--- config.mk ---
export PLATFORM = sky130hd
export DESIGN_NAME = dfr_wr_arb
export DESIGN_NICKNAME = d
export VERILOG_FILES = /design/src/rtl/dfr_wr_arb.sv
export SDC_FILE = /design/constraint.sdc
export NUM_CORES = 1
export LEC_CHECK = 0
export ABC_AREA = 1
export CAP_MARGIN = 40
export CORE_ASPECT_RATIO = 1.5
export CORE_MARGIN = 1
export CORE_UTILIZATION = 30
export CTS_CLUSTER_SIZE = 24
export DETAILED_ROUTE_END_ITERATION = 10
export DONT_BUFFER_PORTS = 1
export GPL_ROUTABILITY_DRIVEN = 1
export SYNTH_ARGS = -nofsm -noshare
export SYNTH_HDL_FRONTEND = slang
export SYNTH_SLANG_ARGS = --single-unit
--- constraint.sdc ---
create_clock -name clk -period 2.4 [get_ports clk]
set_input_delay 0.6 -clock clk [delete_from_list [all_inputs] [get_ports clk]]
set_output_delay 0.6 -clock clk [all_outputs]
set_load 0.01 [all_outputs]
--- src/rtl/dfr_wr_arb.sv ---
// dfr_wr_arb: round-robin write arbiter for one shared register, with lockable bursts
//   clk    - clock, all state changes on the rising edge
//   reset_ - asynchronous active-low reset
//   clr    - synchronous clear of q; overrides any write
//   req    - per-requester write request (bit i = requester i)
//   lock   - per-requester burst lock, only looked at while the matching req is high
//   wdata  - write data, slice [i*WIDTH +: WIDTH] belongs to requester i
//   ack    - registered one-hot write acknowledge
//   owner  - index of the last granted requester (also the round-robin pointer)
//   locked - high while a locked burst holds the register
//   q      - shared register contents
module dfr_wr_arb #(
    parameter int WIDTH = 8,
    parameter int N     = 4
) (
    input  logic                   clk,
    input  logic                   reset_,
    input  logic                   clr,
    input  logic [N-1:0]           req,
    input  logic [N-1:0]           lock,
    input  logic [N*WIDTH-1:0]     wdata,
    output logic [N-1:0]           ack,
    output logic [$clog2(N)-1:0]   owner,
    output logic                   locked,
    output logic [WIDTH-1:0]       q
);
    localparam int W = $clog2(N);
    typedef enum logic {IDLE, LOCKED} state_t;
    state_t         state_q, state_d;
    logic [N-1:0]   ack_q, ack_d;
    logic [W-1:0]   owner_q, owner_d, win, gi;
    logic [WIDTH-1:0] data_q, data_d;
    logic           found, g;
    // owner doubles as the round-robin pointer: the search starts just past it
    always_comb begin
        found = 1'b0;
        win   = owner_q;
        for (int k = 1; k <= N; k++) begin
            if (!found && req[W'((int'(owner_q) + k) % N)]) begin
                found = 1'b1;
                win   = W'((int'(owner_q) + k) % N);
            end
        end
    end
    always_comb begin
        g       = (state_q == LOCKED) ? req[owner_q] : found;
        gi      = (state_q == LOCKED) ? owner_q : win;
        state_d = (g && lock[gi] && (state_q == IDLE || req[owner_q])) ? LOCKED : IDLE;
        ack_d   = g ? N'(1) << gi : '0;
        data_d  = g ? wdata[gi*WIDTH +: WIDTH] : data_q;
        owner_d = g ? gi : owner_q;
        if (clr) begin
            state_d = IDLE;
            ack_d   = '0;
            data_d  = '0;
            owner_d = owner_q;
        end
    end
    always_ff @(posedge clk or negedge reset_) begin
        if (!reset_) begin
            state_q <= IDLE;
            ack_q   <= '0;
            owner_q <= W'(N - 1);
            data_q  <= '0;
        end else begin
            state_q <= state_d;
            ack_q   <= ack_d;
            owner_q <= owner_d;
            data_q  <= data_d;
        end
    end
    assign ack    = ack_q;
    assign owner  = owner_q;
    assign q      = data_q;
    assign locked = (state_q == LOCKED);
endmodule

# Word-level counts from Yosys, hierarchy flattened
# Index checks and enable logic that the tools add are counted.
[totals] output_inout_bits=15 regBits=15 input_bits=43
[classes] mux=32 reduce_logical=11 shifts=2 n_lt_le_gt_ge=6 bitwise=2 add_sub_neg=4
[op_table] cell="variable part select 32 x 6 -> 8 bit" count=1
[op_table] cell="2-to-1 mux 1 bit" count=17
[op_table] cell="less-than comparator 2 x 4 -> 1 bit (second input constant)" count=4
[op_table] cell="2-to-1 mux 8 bit" count=2
[op_table] cell="binary-select mux 1 bit (select 2 bit)" count=6
[op_table] cell="2-to-1 mux 2 bit" count=5
[op_table] cell="2-to-1 mux 4 bit" count=2
[op_table] cell="less-than comparator 2 x 3 -> 1 bit (second input constant)" count=2
[op_table] cell="logical AND 1 bit" count=5
[op_table] cell="adder 2 x 1 -> 2 bit (second input constant)" count=2
[op_table] cell="adder 2 bit (second input constant)" count=2
[op_table] cell="<< shifter 1 x 2 -> 4 bit (first input constant)" count=1
[op_table] cell="logical NOT 1 bit" count=3
[op_table] cell="inverter 1 bit" count=2
[op_table] cell="AND reduction 2 bit" count=1
[op_table] cell="nonzero test 2 bit" count=1
[op_table] cell="logical OR 1 bit" count=1

# Depth between registers and ports, before layout
[logic_depth] depth_word=21 depth_mapped=16 depth_no_buf=15

# Worst setup path before layout
# Ideal clock, no wire load.
[synth_path] kind="register to register" startpoint="reg owner_q[0], in the netlist owner[0]" endpoint="reg data_q[3], in the netlist q[3]" arrival_ns=1.643 path_buffers=2 slack_ns=0.639 path_stages_with_launch=14 required_time_ns=2.283 period_less_slack_ns=1.761 path_cell_list="dfstp_2 > buf_6 > nand2_1 > nand3_2 > nand2_2 > nand3_1 > nand2_1 > nor2_1 > nand2_1 > nand2_2 > buf_6 > nand3_1 > nand3_1 > nand2_1"
[synth_between] elab_chain_len=18
[synth_lines] item="start: declaration" line="31" rtl="logic [W-1:0] owner_q, owner_d, win, gi;"
[synth_lines] item="start signal: assignment" line="63" rtl="owner_q <= W'(N - 1);"
[synth_lines] item="start signal: assignment" line="68" rtl="owner_q <= owner_d;"
[synth_lines] item="adder 2 x 1 -> 2 bit" line="39, 41"
[synth_lines] item="binary-select mux 1 bit (select 2 bit)" line="39" rtl="if (!found && req[W'((int'(owner_q) + k) % N)]) begin"
[synth_lines] item="2-to-1 mux 1 bit (implied by the code) (2 in series)" line="39"
[synth_lines] item="2-to-1 mux 1 bit" line="39"
[synth_lines] item="logical NOT 1 bit" line="39"
[synth_lines] item="logical AND 1 bit" line="39"
[synth_lines] item="2-to-1 mux 1 bit" line="39"
[synth_lines] item="logical NOT 1 bit" line="39"
[synth_lines] item="logical AND 1 bit" line="39"
[synth_lines] item="2-to-1 mux 1 bit" line="39"
[synth_lines] item="logical NOT 1 bit" line="39"
[synth_lines] item="logical AND 1 bit" line="39"
[synth_lines] item="2-to-1 mux 2 bit" line="39"
[synth_lines] item="2-to-1 mux 2 bit" line="47" rtl="gi = (state_q == LOCKED) ? owner_q : win;"
[synth_lines] item="variable part select 32 x 6 -> 8 bit" line="50" rtl="data_d = g ? wdata[gi*WIDTH +: WIDTH] : data_q;"
[synth_lines] item="2-to-1 mux 8 bit" line="50"
[synth_lines] item="2-to-1 mux 8 bit" line="52" rtl="if (clr) begin"
[synth_lines] item="end signal: assignment" line="69" rtl="data_q <= data_d;"
[synth_lines] item="end: declaration" line="32" rtl="logic [WIDTH-1:0] data_q, data_d;"
# Several ways; a longest one is shown, not always the timed one. The select of a mux whose other input is x is not followed.
# A chain may end at the register's enable or synchronous reset.

# Worst setup path after layout
[layout_path] startpoint="reg owner_q[0], in the netlist owner[0]" endpoint="reg data_q[1], in the netlist q[1]"
# The elaborated chain is that of the path after synthesis.

==> reports/qor.txt <==
Hold Slack -> 44.7 ps
Main synth FF type -> dfrtp_1
Top cells by area, synth -> dfrtp_1 26%, nand2_1 22%, nand3_1 12%, inv_1 8.1%, nand2_2 4.5%
Remaining DRCs -> 0
VDD IR-drop max -> 0.868 mV
Clock buffer depth -> 2
Maximum clock frequency -> 467 MHz
Pin count of the biggest net entering global routing -> 29
Final period util -> 89.3%
DP Worst Slack -> 113 ps
Skew-Pair Late Insertion Delay -> 240 ps
Total track usage -> 15.4%
Final worst path period need -> 2140 ps
Final ANT Viol Nets -> 0
Final wirelength -> 3.32 mm
Post-synth EDFFs -> 0
Share of cells above drive strength 1 -> 15.6%
Via-per-instance ratio -> 4.91
Rows -> 28
Static Leak -> 0.741 nW
Clk sink count -> 15
Initial DRT Pass Iterations -> 4
HPWL Detailed -> 2.61 mm
Setup ws final -> 258 ps
Crit path max fanout -> 28
Fin Clk Skew -> 1.58 ps
Final Hold Fails -> 0
Slew margin rel. -> 82.0%
Netlist cell types -> 22
Number of port buffers -> 0
H-Tree Depth -> 1
Initial core utilization -> 31.5%
CP Capture Type -> flip-flop
Post-Synthesis Cells -> 197
Worst path arrival time -> 2270 ps
Critical Path RT -> 2530 ps
Placer congestion estimate -> 0.733
TNS Setup -> 0 ps
Core region area -> 0.00396 sq mm
Die height -> 81.0 microns
Xor and xnor fraction of the mapped netlist area -> 0%
Reg clk slew, reported paths -> 60 ps
DIE AREA -> 0.00443 sq mm
Synth warn -> 0
Grt ovf -> 0
Fill cell count -> 456
TritonCTS clock tree -> yes
FFs w/ async S/R, synth -> 100%
Count of state elements after synthesis -> 15
Number of antenna diodes -> 0
Post-synthesis compound-gate area fraction -> 3.41%
Nets -> 243
Final Slew Violations -> 0
Seq/Total Area, Yosys -> 30.3%
DRT iter0 DRCs -> 24
Worst Tran Pin Value -> 269 ps
Synth Net Count -> 240
Post-Synth Simple-Gate Area -> 52.4%
Area leader, netlist -> dfrtp_1
Cell area after synthesis -> 0.00125 sq mm
Worst Hold Class -> input pin to async pin
Endpoints failing setup -> 0
Top-area cell type share of the netlist area -> 26.1%
Layout area overhead -> 6.52%
RSZ-0062 raised after global routing -> no
First-pass GRT wire length -> 4.91 mm
Setup crit start kind -> flip-flop
Root Driver -> clkbuf_8
Status -> finished, final reports clean
Die width -> 54.7 microns
I/O pin total -> 58
Max Cap Viol -> 0
Vias in the first global route -> 1,054
Count leader, synth -> nand2_1
Synth Area per Inst -> 6.33 sq um
Largest family of logic cells by synthesized area -> simple AND/OR/NAND/NOR gates
Cts bufs inserted -> 3
Initial antenna violation count -> 0
Avg WL per Cell -> 13.6 microns
Vias after detailed routing -> 1,199
Synth cell count leaders -> 72 x nand2_1, 29 x nand3_1, 27 x inv_1, 13 x dfrtp_1, 9 x nand2_2
Pwr dens -> 1630 mW/mm^2
WS Path Type -> flip-flop to flip-flop
Adder-Cell Fraction of Synth Area -> 0%
Mux share of post-synthesis cell area -> 0%
==> registers in the layout (all words and copies together), names as in the netlist <==
signal	cells
owner	2
locked	1
q	8
ack	4
==> logic make-up (layout without fill, tap and decap cells) <==
family,Yosys count,in the layout
simple gates,137,137
flops,15,15
buf+inv,38,40
compound gates,7,7
==> metal layers <==
layer	global-route usage (%)	wire length [microns]	part of all wire (%)	vias to the layer above
li1	-	-	-	619
met1	16.8	1260	38	540
met2	28.1	1820	55	40
met3	4.68	237	7.1	0
met4	3.08	0	0	0
met5	0	0	0	-
==> cell type report <==
| cell class | count | area, sq um | share of cell area [%] |
|---|---|---|---|
| multi-input combinational | 144 | 701 | 52.7 |
| sequential | 15 | 378 | 28.4 |
| inverter | 32 | 120 | 9.04 |
| tap | 45 | 56.3 | 4.24 |
| clock buffer | 3 | 41.3 | 3.11 |
| timing repair buffer | 4 | 27.5 | 2.07 |
| clock inverter | 1 | 5.00 | 0.377 |
==> power by group <==
part	internal (W)	switching (W)	total, W
Sequential	0.000369	0.000129	0.000497
Combinational	0.000471	0.000992	0.00146
Clock	0.000115	0.0000890	0.000204
==> layout by cell type, fill, tap and decap left out <==
master    Yosys  final
or2_1         6      6
a211oi_2      1      1
nor2_4        2      2
nand3_2       2      2
clkinv_2      0      1
dfstp_2       2      2
nand3_1      29     29
nand2_1      72     72
nand2_4       1      2
nor3_1        2      2
dfrtp_1      13     13
nor2_2        1      1
nor2_1        4      4
nand4_1       7      7
nand3b_1      2      2
inv_1        27     27
clkbuf_8      0      3
buf_4         2      3
a21oi_1       5      5
inv_2         5      5
o21ai_0       1      1
nand2_2       9      8
buf_2         1      1
==> per-stage QoR <==
step | instance area, sq um | utilization, % | total power (W) | instances
detailed placement | 1270 | 32.1 | 0.00196 | 239
finish | 1330 | 33.6 | 0.00216 | 244
floorplan | 1250 | - | 0.00178 | 197
CTS | 1320 | 33.3 | 0.00217 | 243
global placement | 1270 | 32.1 | 0.00194 | 239
global route | 1330 | 33.6 | 0.00242 | 244
==> worst paths after layout <==
kind | startpoint | endpoint | slack [ps] | cells after the start
max in group asynchronous | reset_ | owner[0] | 2180 | 0
min reg2reg | q[3] | q[3] | 570 | 2
max | owner[0] | q[1] | 260 | 13
min | reset_ | q[2] | 40 | 0
min in group clk | clr | q[3] | 560 | 3
max reg2reg | owner[0] | q[1] | 260 | 13
==> worst max-delay path, stage by stage, from the launching register on <==
cell and delay (ps):
dfstp_2 630, buf_2 210, nand2_2 70, nand2_2 110, nand2_1 60, nand2_1 90
nand2_1 70, nand2_2 70, nand2_1 60, nand2_2 90, nand2_4 160, or2_1 270
nand3_1 90, nand3_1 60
==> timing repair <==
item                                    CTS  global route
buffers inserted                          0             1
gates resized for setup                   0             1
endpoints found under the setup margin    0             3
hold buffers                              0             0
hold endpoints to repair                  0             0
Note: power is estimated with default switching activity, not from simulation.
